==> src/rtl/frame_memory_arbiter.sv <==
// frame_memory_arbiter: shares the single frame-buffer memory port between the
// draw-write requester (req 0), the redraw/slot-fetch requester (req 1) and a
// built-in whole-memory clear engine. Memory-side outputs are registered; read
// results come back on a shared bus tagged with the requester that issued them.
module frame_memory_arbiter #(
  parameter int unsigned ADDR_WIDTH   = 17,
  parameter int unsigned DATA_WIDTH   = 9,
  parameter int unsigned MEM_DEPTH    = 76800,
  parameter int unsigned READ_LATENCY = 1
) (
  input  logic                  iClk,
  input  logic                  iReset,
  input  logic                  iClearReq,
  input  logic [DATA_WIDTH-1:0] iClearColour,
  output logic                  oClearBusy,
  input  logic                  iReq0,
  input  logic                  iReq1,
  input  logic                  iWe0,
  input  logic                  iWe1,
  input  logic [ADDR_WIDTH-1:0] iAddr0,
  input  logic [ADDR_WIDTH-1:0] iAddr1,
  input  logic [DATA_WIDTH-1:0] iData0,
  input  logic [DATA_WIDTH-1:0] iData1,
  output logic                  oGnt0,
  output logic                  oGnt1,
  output logic                  oRdValid0,
  output logic                  oRdValid1,
  output logic [DATA_WIDTH-1:0] oRdData,
  output logic [ADDR_WIDTH-1:0] oAddress,
  output logic [DATA_WIDTH-1:0] oData,
  output logic                  oWren,
  output logic                  oChipSelect,
  input  logic [DATA_WIDTH-1:0] iQ
);

  localparam logic [ADDR_WIDTH-1:0] LAST_ADDR = ADDR_WIDTH'(MEM_DEPTH - 1);

  typedef enum logic [0:0] {
    ST_IDLE  = 1'b0,
    ST_CLEAR = 1'b1
  } state_t;

  state_t                  state_q;
  logic                    rr_q;       // 1: req 1 wins the next contention
  logic [ADDR_WIDTH-1:0]   cnt_q;
  logic [ADDR_WIDTH-1:0]   cnt_d;
  logic [DATA_WIDTH-1:0]   colour_q;
  logic [ADDR_WIDTH-1:0]   addr_q;
  logic [DATA_WIDTH-1:0]   data_q;
  logic                    wren_q;
  logic                    cs_q;

  // Read-tag pipeline: stage 0 is loaded at grant time, stage READ_LATENCY
  // lines up with the cycle in which iQ carries that read's data.
  logic [READ_LATENCY:0]   tvld_q;
  logic [READ_LATENCY:0]   tid_q;
  logic [READ_LATENCY:0]   toor_q;

  logic                    can_grant;
  logic                    gnt0;
  logic                    gnt1;
  logic                    gnt_any;
  logic [ADDR_WIDTH-1:0]   sel_addr;
  logic [DATA_WIDTH-1:0]   sel_data;
  logic                    sel_we;
  logic                    sel_in_range;
  logic                    rd_issue;
  logic                    rd_out;

  // Grant decision and selection of the winning request.
  always_comb begin
    can_grant    = (state_q == ST_IDLE) && !iClearReq && !iReset;
    gnt0         = can_grant && iReq0 && (!iReq1 || !rr_q);
    gnt1         = can_grant && iReq1 && (!iReq0 || rr_q);
    gnt_any      = gnt0 || gnt1;
    sel_addr     = gnt1 ? iAddr1 : iAddr0;
    sel_data     = gnt1 ? iData1 : iData0;
    sel_we       = gnt1 ? iWe1 : iWe0;
    sel_in_range = (sel_addr <= LAST_ADDR);
    rd_issue     = gnt_any && !sel_we;
    cnt_d        = (cnt_q == LAST_ADDR) ? cnt_q : cnt_q + 1'b1;
  end

  // Arbiter/clear FSM together with the registered memory-side outputs.
  always_ff @(posedge iClk) begin
    if (iReset) begin
      state_q  <= ST_IDLE;
      rr_q     <= 1'b0;
      cnt_q    <= '0;
      colour_q <= '0;
      addr_q   <= '0;
      data_q   <= '0;
      wren_q   <= 1'b0;
      cs_q     <= 1'b0;
    end else begin
      wren_q <= 1'b0;
      cs_q   <= 1'b0;
      case (state_q)
        ST_IDLE: begin
          if (iClearReq) begin
            state_q  <= ST_CLEAR;
            cnt_q    <= '0;
            colour_q <= iClearColour;
          end else if (gnt_any) begin
            rr_q   <= gnt0;
            addr_q <= sel_addr;
            data_q <= sel_data;
            wren_q <= sel_we && sel_in_range;
            cs_q   <= sel_in_range;
          end
        end
        ST_CLEAR: begin
          addr_q <= cnt_q;
          data_q <= colour_q;
          wren_q <= 1'b1;
          cs_q   <= 1'b1;
          if (cnt_q == LAST_ADDR) begin
            state_q <= ST_IDLE;
          end
          cnt_q <= cnt_d;
        end
        default: state_q <= ST_IDLE;
      endcase
    end
  end

  // Shift read tags towards the return slot; reset discards reads in flight.
  always_ff @(posedge iClk) begin
    if (iReset) begin
      tvld_q <= '0;
      tid_q  <= '0;
      toor_q <= '0;
    end else begin
      tvld_q <= {tvld_q[READ_LATENCY-1:0], rd_issue};
      tid_q  <= {tid_q[READ_LATENCY-1:0], gnt1};
      toor_q <= {toor_q[READ_LATENCY-1:0], !sel_in_range};
    end
  end

  assign rd_out      = tvld_q[READ_LATENCY] && !iReset;
  assign oRdValid0   = rd_out && !tid_q[READ_LATENCY];
  assign oRdValid1   = rd_out && tid_q[READ_LATENCY];
  assign oRdData     = (rd_out && !toor_q[READ_LATENCY]) ? iQ : '0;

  assign oGnt0       = gnt0;
  assign oGnt1       = gnt1;
  assign oClearBusy  = (state_q == ST_CLEAR);
  assign oAddress    = addr_q;
  assign oData       = data_q;
  assign oWren       = wren_q;
  assign oChipSelect = cs_q;

endmodule

==> config.mk <==
export PLATFORM = sky130hd
export DESIGN_NAME = frame_memory_arbiter
export DESIGN_NICKNAME = d
export VERILOG_FILES = /design/src/rtl/frame_memory_arbiter.sv
export SDC_FILE = /design/constraint.sdc
export NUM_CORES = 1
export LEC_CHECK = 0
export BUFFER_PORTS_ARGS = -buffer_cell sky130_fd_sc_hd__clkbuf_2
export CORE_AREA = 2 2 71 106
export CTS_CLUSTER_SIZE = 28
export DETAILED_ROUTE_END_ITERATION = 10
export DIE_AREA = 0 0 73 108
export PLACE_DENSITY = 0.7
export SETUP_SLACK_MARGIN = 0.4
export SLEW_MARGIN = 10
export SYNTH_ARGS = -nofsm -noshare
export SYNTH_HDL_FRONTEND = slang
export SYNTH_SLANG_ARGS = --single-unit
==> constraint.sdc <==
create_clock -name iClk -period 1.9 [get_ports iClk]
set_input_delay 0 -clock iClk [delete_from_list [all_inputs] [get_ports iClk]]
set_output_delay 0 -clock iClk [all_outputs]
set_load 0.02 [all_outputs]
==> metrics.yaml, run 1 <==
ys_ff_latch: 62
finalPower_mw: 3.31
io_buffers: 118
die_h_um: 108
setup_tns_ns: 0
yosysWarningCount: 0
clk_path_buf_depth: 2
dp_hpwl_um: 6950
antenna_found_initial: 0
synth_area_um2: 2920
synthFlopType: "dfxtp_1"
ys_seq_area_share_pct: 42.6
dr.pass1.iters: 5
p_int_mw: 2.41
setup_ws_ns: 0.130
hold_ws_ns: 0.00134
n_antenna_cell: 0
worstSkewPairLatency_ns: 0.36
drt_iter0_markers: 362
post_drt_via_cell_ratio: 6.12
initial_utilization_pct: 42.3
end_kind: "flip-flop"
powerDensity_nw_per_um2: 649
syn-num-nets: 425
synth_xor_area_share_pct: 0
postLayoutCellArea_um2: 5110
synth_top_area_share_pct: 42.6
ioPinCount: 119
p_sw_share_pct: 27.3
most-common-layout-cells: "116 x clkbuf_2, 53 x dlygate4sd3_1, 50 x dfxtp_1, 40 x a21oi_1, 35 x buf_4"
report.final.slew_viol_count: 0
synth_top_family_by_area: "compound AO/OA/AOI/OAI gates"
rsz0062_at_grt: "true"
slew_headroom_pct: 71.9
die_area_um2: 7880
cts_root_buffer: "clkbuf_8"
dp.cells: 538
fin_util_pct: 74.0
post-route-period-util_pct: 93.2
core.rowCount: 37
critical_path_class: "reg2reg"
synth_compound_area_share_pct: 27.5
power.switching_uw: 903
avgSynthCellArea_um2: 8.41
synth_area_leaders: "dfxtp_1 43%, a22oi_1 11%, a21oi_1 7.0%, nand2_1 4.4%, nand3_1 2.7%"
clock_sinks: 62
clock.fmax_mhz: 565
synth_cell_type_count: 51
synth_edf_count: 0
drc: 0
wl_per_cell_um: 20.9
cts_tree: "yes"
seqPwrFrac_pct: 41.7
synthCells: 347
grt_usage_pct: 28.9
clock_power_share_pct: 39.9
clk_pin_slew_ns: 0.08
fin_nets: 631
worstMarginPinSlew_ns: 0.421
status: "finished, final reports clean"
period_needed_ns: 1.77
min_path_type: "in2reg"
instances_no_fill: 636
die_x_um: 73
drive_gt1_share_pct: 44.3
required_ns: 2.18
h-tree-depth: 3
vias: 3891
placed_cell_area_um2: 3740
antenna_left: 0
worst_clock_skew_ns: 0.00956
synthToLayoutAreaGrowth_pct: 75.1
setup_viol: 0
synth_fa_ha_area_share_pct: 0.429
grt_first_pass_wirelength_um: 17600
final_common_cell: "clkbuf_2"
fp.coreArea_um2: 6900
gp_congestion: 0.848
dp_slack_ns: 0.0354
crit_path_start_kind: "flip-flop"
p_comb_share_pct: 18.5
irDropWorstVdd_mv: 0.576
grt.overflow.total: 0
grt_pass1_vias: 3772
max-cap-violations: 0
finalHoldViolations: 0
synth-async-reset-ratio_pct: 0
wl_um: 13300
synthMuxAreaShare_pct: 1.76
synth-simple-area-share_pct: 22.6
leakage_nw: 2.13
cp.arrival_ns: 2.06
grt_max_degree: 34
critPathMaxFanout: 5
synth_top_area_cell: "dfxtp_1"
numCtsBuffers: 9
[synth_stat cells (all sizes together), types with 2 or more instances]
master	instances
nand3	16
a211oi	3
or3	8
nor2	13
inv	11
buf	7
and3	3
a22oi	43
nor3	7
o32ai	2
a21oi	41
mux2i	4
nand2b	2
nand2	34
nor2b	5
or4	8
and4	5
nand4	5
o21ai	5
clkbuf	19
nor4	3
and2	10
o41ai	3
dfxtp	62
a31oi	4
o31ai	6
[flip-flops by register name, indices dropped and copies added (netlist names)]
signal,cells
oChipSelect,1
rr_q,1
cnt_q,17
oAddress,17
tvld_q,2
toor_q,2
oData,9
oClearBusy,1
tid_q,2
oWren,1
colour_q,9
[path summary, 6_finish.rpt]
path	slack, ns	depth (start not counted)	end	startpoint
worst max-delay path	0.13	4	cnt_q[13]	cnt_q[7]
worst min-delay path	0.001	3	oData[4]	iData0[4]
worst max register to register	0.13	4	cnt_q[13]	cnt_q[7]
worst min register to register	0.45	1	toor_q[1]	toor_q[0]
[final cells by class]
| class | count | area (um^2) |
|---|---|---|
| inverters | 12 | 51.3 |
| flip-flops and latches | 62 | 1270 |
| well taps | 78 | 97.6 |
| multi-input cells | 247 | 1780 |
| fillers | 412 | 1790 |
| clock inverters | 6 | 83.8 |
| clock buffers | 10 | 138 |
| repair buffers | 221 | 1690 |
[logic make-up after synthesis]
logic type / after synthesis
compound gates: 120
mux: 5
flops: 62
buf+inv: 38
simple gates: 121
fa+ha+maj: 1
[repair_timing]
| action | 4_1_cts | 5_1_grt |
|---|---|---|
| resized for setup | 28 | 50 |
| setup buffers | 16 | 8 |
| hold endpoints to repair | 32 | 1 |
| gates cloned | 1 | 4 |
| hold buffers | 52 | 1 |
| pin swaps | 10 | 40 |
| endpoints found under the setup margin | 59 | 64 |
[worst max-delay path, cell delays in order (launching register included)]
cell	delay, ns
dfxtp_1	0.41
nand3_2	0.17
or4_4	0.50
or4_4	0.50
a21oi_2	0.12
[layer usage]
| metal | global-route usage (%) | vias up | routed length (um) |
|---|---|---|---|
| met5 | 0 | - | 0 |
| met3 | 7.46 | 75 | 1020 |
| met2 | 49.0 | 281 | 7000 |
| met4 | 20.1 | 0 | 797 |
| met1 | 30.5 | 1806 | 4500 |
| li1 | - | 1729 | - |
[power groups by stage]
stage / sequential [mW] / combinational [mW] / clock [mW]
5_1_grt: 1.38 / 0.638 / 1.38
3_3_place_gp: 1.40 / 0.389 / 0
3_5_place_dp: 1.41 / 0.395 / 0
6_report: 1.38 / 0.612 / 1.32
4_1_cts: 1.38 / 0.514 / 1.32
2_1_floorplan: 1.44 / 0.175 / 0
(Power assumes the default switching activity.)
==> inputs of run 2 (changes only) <==
--- a/config.mk
+++ b/config.mk
@@ -6,11 +6,12 @@
 export NUM_CORES = 1
 export LEC_CHECK = 0
 export BUFFER_PORTS_ARGS = -buffer_cell sky130_fd_sc_hd__clkbuf_2
-export CORE_AREA = 2 2 71 106
+export CORE_AREA = 2 2 69 104
+export CTS_BUF_LIST = sky130_fd_sc_hd__clkbuf_4 sky130_fd_sc_hd__clkbuf_8
 export CTS_CLUSTER_SIZE = 28
 export DETAILED_ROUTE_END_ITERATION = 10
-export DIE_AREA = 0 0 73 108
-export PLACE_DENSITY = 0.7
+export DIE_AREA = 0 0 71 106
+export PLACE_DENSITY = 0.73
 export SETUP_SLACK_MARGIN = 0.4
 export SLEW_MARGIN = 10
 export SYNTH_ARGS = -nofsm -noshare
==> metrics.yaml, run 2 (same netlist as run 1, synthesis figures left out) <==
cp.arrival_ns: 2.18  # +0.12 ns
synthToLayoutAreaGrowth_pct: 77.2
wl_per_cell_um: 22.1  # +5.7%
hold_ws_ns: 0.0164  # +0.0150 ns
dr.pass1.iters: 5  # unchanged
worstSkewPairLatency_ns: 0.36  # about the same
slew_headroom_pct: 66.1  # -5.8 points
clock.fmax_mhz: 523  # -7.5%
powerDensity_nw_per_um2: 598  # -7.9%
violations: "setup timing"
cts_root_buffer: "clkbuf_8"
grt_first_pass_wirelength_um: 18400  # +4.6%
die_x_um: 71  # -2.7%
grt.overflow.total: 0  # unchanged
io_buffers: 118  # unchanged
dp_hpwl_um: 6940  # -0.11%
min_path_type: "in2reg"
required_ns: 2.17  # about the same
crit_path_start_kind: "flip-flop"
rrSetupSlack_ns: -0.01  # -0.14 ns
rsz0062_at_grt: "true"
clk_pin_slew_ns: 0.07  # about the same
setup_ws_ns: -0.0133  # -0.143 ns
die_area_um2: 7530  # -4.5%
most-common-layout-cells: "116 x clkbuf_2, 52 x dlygate4sd3_1, 50 x dfxtp_1, 37 x a21oi_1, 35 x a22oi_1"
irDropWorstVdd_mv: 0.475  # -18%
core.rowCount: 37  # unchanged
clk_path_buf_depth: 2  # unchanged
end_kind: "flip-flop"
fp.coreArea_um2: 6710  # -2.7%
antenna_found_initial: 0  # unchanged
critical_path_class: "reg2reg"
fin_util_pct: 77.0  # +3.0 points
worst_clock_skew_ns: 0.00920  # -0.000365 ns
ioPinCount: 119  # unchanged
max-cap-violations: 0  # unchanged
final_common_cell: "clkbuf_2"
post-route-period-util_pct: 101  # +7.5 points
antenna_left: 0  # unchanged
leakage_nw: 2.14  # +0.11%
finalHoldViolations: 0  # unchanged
worstMarginPinSlew_ns: 0.508  # +0.0873 ns
status: "finished, violations left"
clock_sinks: 62  # unchanged
fin_nets: 631  # unchanged
drive_gt1_share_pct: 46.1  # +1.8 points
gp_congestion: 0.837  # -1.3%
grt_max_degree: 28  # -18%
numCtsBuffers: 9  # unchanged
h-tree-depth: 3  # unchanged
critPathMaxFanout: 6  # +1
vias: 4124  # +6.0%
period_needed_ns: 1.91  # +0.143 ns
drt_iter0_markers: 508  # +40%
n_antenna_cell: 0  # unchanged
report.final.slew_viol_count: 0  # unchanged
post_drt_via_cell_ratio: 6.48  # +6.0%
wl_um: 14100  # +5.7%
grt_pass1_vias: 3843  # +1.9%
initial_utilization_pct: 43.4  # +1.2 points
setup_viol: 1  # +1
die_h_um: 106  # -1.9%
grt_usage_pct: 31.4  # +2.5 points
cts_tree: "yes"
drc: 0  # unchanged
## run 2: path summary, 6_finish.rpt
check	from	to	cells past startpoint
hold reg to reg	tvld_q[0]	tvld_q[1]	1
setup reg to reg	cnt_q[1]	cnt_q[9]	8
hold / removal	iData0[4]	oData[4]	3
setup / recovery	cnt_q[1]	cnt_q[9]	8
## run 2: layout make-up
type                            count  area, um^2
Clock buffer                       12         153
Clock inverter                      4        22.5
Fill cell                         366        1540
Inverter                           12        47.5
Multi-Input combinational cell    247        1860
Sequential cell                    62        1270
Tap cell                           78        97.6
Timing Repair Buffer              221        1720
## run 2: critical path, cell delays in order (launching register included)
cell and delay, ns:
dfxtp_4 0.39, ha_4 0.14, nand4_1 0.17, buf_4 0.20
buf_6 0.13, nor4_4 0.33, buf_6 0.20, o31ai_1 0.08
a21oi_1 0.20
## run 2: metal layers
metal	share of wire [%]	vias to the layer above	track usage, %
met5	0	-	0
met4	8.7	0	20.5
met3	9.1	125	7.20
met2	50	345	54.5
met1	32	1929	33.5
li1	-	1725	-
## run 2: stage by stage
stage	total power [mW]	TNS [ns]	setup WS, ns	cell area [um^2]	cells
floorplan	1.61	0	0.0504	3010	347
global placement	1.80	0	0.128	3750	539
detailed placement	1.81	0	0.0768	3750	539
CTS	2.95	0	0.207	4730	619
global route	3.17	-0.0277	-0.0277	5170	636
finish	3.09	-0.0133	-0.0133	5170	636
## run 2: power by group
| group | switching [mW] | internal (mW) |
|---|---|---|
| sequential | 0.0332 | 1.34 |
| clock | 0.553 | 0.532 |
| combinational | 0.328 | 0.300 |
## run 2: repair_timing
item / CTS / global route
hold endpoints to repair: 31 / 0
gates resized for setup: 43 / 58
buffers inserted: 11 / 14
endpoints found under the setup margin: 47 / 63
hold buffers: 52 / 0
pin swaps: 10 / 22
cloned: 1 / 3
